## config.mk

```make
export PLATFORM = sky130hd
export DESIGN_NAME = systolic_mac_sequencer
export DESIGN_NICKNAME = d
export VERILOG_FILES = /design/src/rtl/systolic_mac_sequencer.sv
export SDC_FILE = /design/constraint.sdc
export NUM_CORES = 1
export LEC_CHECK = 0
export ABC_AREA = 1
export BUFFER_PORTS_ARGS = -buffer_cell sky130_fd_sc_hd__buf_2
export CORE_UTILIZATION = 31
export CTS_BUF_LIST = sky130_fd_sc_hd__clkbuf_4
export DETAILED_ROUTE_END_ITERATION = 10
export PLACE_DENSITY = 0.47
export SLEW_MARGIN = 20
export SYNTH_ARGS = -nofsm -noshare
export SYNTH_HDL_FRONTEND = slang
export SYNTH_SLANG_ARGS = --single-unit
```

## constraint.sdc

```tcl
create_clock -name clk -period 2.2 [get_ports clk]
set_input_delay 0.44 -clock clk [delete_from_list [all_inputs] [get_ports clk]]
set_output_delay 0.44 -clock clk [all_outputs]
set_load 0.05 [all_outputs]
```

## src/rtl/systolic_mac_sequencer.sv

```systemverilog
// Tile sequencer for the NxN systolic MAC array: clear, feed K operand slices,
// flush the skew/multiplier pipeline, then drain result rows over valid/ready.
module systolic_mac_sequencer #(
  parameter  int unsigned N        = 4,
  parameter  int unsigned KW       = 8,
  parameter  int unsigned MULT_LAT = 3,
  localparam int unsigned RW       = $clog2(N)
) (
  input  logic          clk,
  input  logic          rst,
  input  logic          start,
  input  logic [KW-1:0] k_len,
  input  logic          abort,
  output logic          busy,
  output logic          pe_clr,
  output logic          feed_en,
  output logic [KW-1:0] k_idx,
  output logic          acc_en,
  output logic          out_valid,
  input  logic          out_ready,
  output logic [RW-1:0] out_row,
  output logic          done
);

  localparam int unsigned FLUSH_CYC = 2 * (N - 1) + MULT_LAT + 1;
  localparam int unsigned FW        = $clog2(FLUSH_CYC);
  localparam int unsigned CW        = (KW > FW) ? KW : FW;

  typedef enum logic [2:0] {
    S_IDLE,
    S_CLEAR,
    S_FEED,
    S_FLUSH,
    S_DRAIN,
    S_DONE
  } state_t;

  state_t        state;
  logic [KW-1:0] k_lat;
  logic [CW-1:0] cnt;

  logic last_feed;
  logic last_flush;
  logic row_accept;
  logic last_row;

  // Shared counter: inner index during FEED, pipeline depth during FLUSH.
  assign last_feed  = (cnt == (CW'(k_lat) - CW'(1)));
  assign last_flush = (cnt == CW'(FLUSH_CYC - 1));
  assign row_accept = out_valid & out_ready;
  assign last_row   = (out_row == RW'(N - 1));

  // Outputs are a registered decode of the state held during the previous cycle.
  always_ff @(posedge clk) begin
    if (!rst) begin
      state     <= S_IDLE;
      k_lat     <= '0;
      cnt       <= '0;
      busy      <= 1'b0;
      pe_clr    <= 1'b0;
      feed_en   <= 1'b0;
      k_idx     <= '0;
      acc_en    <= 1'b0;
      out_valid <= 1'b0;
      out_row   <= '0;
      done      <= 1'b0;
    end else begin
      busy    <= (state != S_IDLE) && (state != S_DONE);
      pe_clr  <= 1'b0;
      feed_en <= 1'b0;
      k_idx   <= '0;
      acc_en  <= 1'b0;
      done    <= 1'b0;

      case (state)
        S_IDLE: begin
          out_valid <= 1'b0;
          out_row   <= '0;
          if (start) begin
            k_lat <= k_len;
            state <= S_CLEAR;
          end
        end
        S_CLEAR: begin
          pe_clr <= 1'b1;
          cnt    <= '0;
          state  <= (k_lat != '0) ? S_FEED : S_FLUSH;
        end
        S_FEED: begin
          feed_en <= 1'b1;
          acc_en  <= 1'b1;
          k_idx   <= KW'(cnt);
          if (last_feed) begin
            cnt   <= '0;
            state <= S_FLUSH;
          end else begin
            cnt <= cnt + CW'(1);
          end
        end
        S_FLUSH: begin
          acc_en <= 1'b1;
          if (last_flush) begin
            state <= S_DRAIN;
          end else begin
            cnt <= cnt + CW'(1);
          end
        end
        S_DRAIN: begin
          // First cycle here raises out_valid; later cycles follow the handshake.
          if (row_accept) begin
            if (last_row) begin
              out_valid <= 1'b0;
              out_row   <= '0;
              done      <= 1'b1;
              state     <= S_DONE;
            end else begin
              out_row <= out_row + RW'(1);
            end
          end else begin
            out_valid <= 1'b1;
          end
        end
        S_DONE: begin
          out_valid <= 1'b0;
          out_row   <= '0;
          state     <= S_IDLE;
        end
        default: begin
          state <= S_IDLE;
        end
      endcase

      // Abort wins over any transition, and a tile that is cancelled never reports done.
      if (abort && (state != S_IDLE)) begin
        state <= S_IDLE;
        done  <= 1'b0;
      end
    end
  end

endmodule

```

==> reports/metrics.yaml <==
area_growth_pct: 16.4
vdd_ir_drop_max_mv: 0.551
synthesis.nets: 268
multiInputGateArea_um2: 877
routedWlPerCell_um: 11.2
n_antenna_cell: 0
cts.path.max_buffers: 2
first_global_vias: 1466
grt_max_degree: 15
cts_made_buffers: 5
min_from: "k_len[6]"
post_cts.repair.setup_buffers: 0
r2r-end: "cnt[5]"
core_um2: 5240
yosysSeqAreaShare_pct: 40.7
stdcell_count: 355
power.share.switching_pct: 43.8
setup_slack_ns: 0.422
via_per_inst: 4.49
hold_class: "in2reg"
period_share_pct: 80.8
dieArea_um2: 5850
synth.distinct_cells: 26
synth_seq_cells: 35
syn_area_um2: 1720
status: "finished clean"
rows: 26
dp_cells: 347
drt_iter0_drc: 59
clkPwrFrac_pct: 18.5
grt_pass1_wl_um: 6850
drv_cap: 0
min_period_ns: 1.78
place_congestion: 0.802
clk_latency_ns: 0.34
tritoncts: "done"
worstRegToRegCells: 13
slew_violations: 0
worst_pin_slew_ns: 0.385
cp_max_fo: 8
p_switching_uw: 878
dieWidth_um: 76.5
crit_chain: "inv_1 -> ha_1 -> nand2_1 -> inv_1 -> nand3_1 -> nand3_1 -> nand2_1 -> nor2_1 -> nand3_1 -> nand2_2 -> nand2_4 -> nand2_1 -> a21oi_1"
syn_avg_cell_area_um2: 6.85
critPathSlowestCell: "dfxtp_1"
postRouteAntennaNets: 0
cp-startpoint: "k_lat[0]"
start_kind: "flop"
cpLargestDelayFamily: "simple AND/OR/NAND/NOR gates"
antenna_found_initial: 0
ctsResizeCount: 0
whs_path_depth: 3
io_pins: 29
holdPathEnd: "k_lat[6]"
drive_gt1_share_pct: 18.9
final_cell_mix: "nand2_1 (61), nor2_1 (35), dfxtp_1 (35)"
required_ns: 2.44
layout_commonest_cell: "nand2_1"
routed_wl_um: 3970
crit_buf_inv: 2
netlist_instances: 251
hpwl_um: 3080
ys.warnings.count: 0
relSlewSlack_pct: 74.2
num_vias: 1595
cts_root_buf: "clkbuf_4"
dr.pass1.iters: 4
pre_cts_slack_ns: 0.442
drc: 0
finClkSkew_ns: 0.00879
combPwrFrac_pct: 42.9
max_stage_delay_ns: 0.32
p_int_uw: 1120
hold_buffers: 0
overflow: 0
clkSinkCount: 35
p_leak_uw: 0.000897
critPathArrivalTime_ns: 2.02
h-tree-depth: 2
finalSetupViolations: 0
path_class: "reg2reg"
track_usage_pct: 14.8
hold_slack_ns: 0.371
hold_violations: 0
io_buffer_count: 28
fp.dieH_um: 76.5
setup-tns-final_ns: 0
path_clk_slew_ns: 0.11
r2r_slack_ns: 0.42
fillers: 586
r2r-start: "k_lat[0]"
endpoint_kind: "flop"
rsz0062_at_grt: "false"
seqCellArea_um2: 701
initial_core_util_pct: 32.8
p_seq_share_pct: 38.6
final_nets: 301
max_freq_mhz: 563
total_power_uw: 2000
power_density_nw_per_um2: 1000
[worst reg2reg max path, delay by kind of cell (launching register included)]
kind | cells | cell delay, ns
and+or+nand+nor | 9 | 0.80
DFF | 1 | 0.32
adders and majority gates | 1 | 0.25
buffers and inverters | 2 | 0.24
AOI/OAI and AO/OA | 1 | 0.06
[layout make-up]
cell class              count  area share, %
clock buffers               7           2.63
well taps                  70           4.38
repair buffers             29           7.38
multi-input cells         178           43.8
flip-flops and latches     35           35.0
clock inverters             1          0.250
inverters                  35           6.56
[through the flow]
stage               area [um^2]  util [%]
floorplan                  1720         -
global placement           1940      37.1
detailed placement         1940      37.1
CTS                        2000      38.2
global route               2000      38.2
finish                     2000      38.2
[cells by family after synthesis]
family          count (synthesis)  synth area share [%]
xor+xnor                        5                  2.55
flops                          35                  40.7
compound gates                 33                  10.8
simple gates                  136                  34.8
fa+ha+maj                       4                  2.91
buf+inv                        38                  8.29
[worst max-delay path by stage]
stage                         to  slack (ns)  depth (start not counted)
after global routing      cnt[1]        0.12                         12
after floorplan           cnt[4]        0.60                         14
after detailed placement  cnt[5]        0.44                         13
after CTS                 cnt[5]        0.42                         13
final                     cnt[5]        0.42                         13
after global placement    cnt[0]        0.41                          8
[metal layers]
layer	share of wire, %	up-vias	global-route usage (%)	wire length, um
li1	-	858	-	-
met3	4.6	7	3.59	181
met5	0	-	0	0
met4	1.5	0	5.77	58
met1	53	689	20.9	2120
met2	40	41	21.4	1610
[registers in the layout, summed over array words and instances (netlist names), 2 cells and up]
| name | flops |
|---|---|
| cnt | 8 |
| k_idx | 8 |
| k_lat | 8 |
| state | 3 |
| out_row | 2 |
[synthesized netlist by cell type]
library cell	number	share of area, %
inv_1	33	7.2
clkinv_1	1	0.22
xnor2_1	1	0.51
nor3_1	6	1.7
nand3_1	19	5.5
o21ai_2	1	0.51
nand3_2	1	0.58
nor3b_2	1	0.73
nand2_1	61	13
clkbuf_1	2	0.44
nor3_2	1	0.58
a21oi_2	2	1.0
o2111ai_1	1	0.51
nand2_4	1	0.65
ha_1	4	2.9
dfxtp_1	35	41
xor2_1	4	2.0
a21oi_1	18	5.2
inv_2	1	0.22
nor2_1	35	7.6
o21ai_0	10	2.9
nor2_2	5	1.8
o211a_1	1	0.58
nand2_2	4	1.5
buf_1	1	0.22
nand4_1	2	0.73
[power groups by stage]
stage | sequential, uW | combinational, uW | clock, uW
floorplan | 868 | 598 | 0
global placement | 789 | 871 | 0
detailed placement | 789 | 863 | 0
CTS | 774 | 868 | 379
global route | 785 | 990 | 409
finish | 774 | 859 | 370
(Power assumes the default switching activity.)
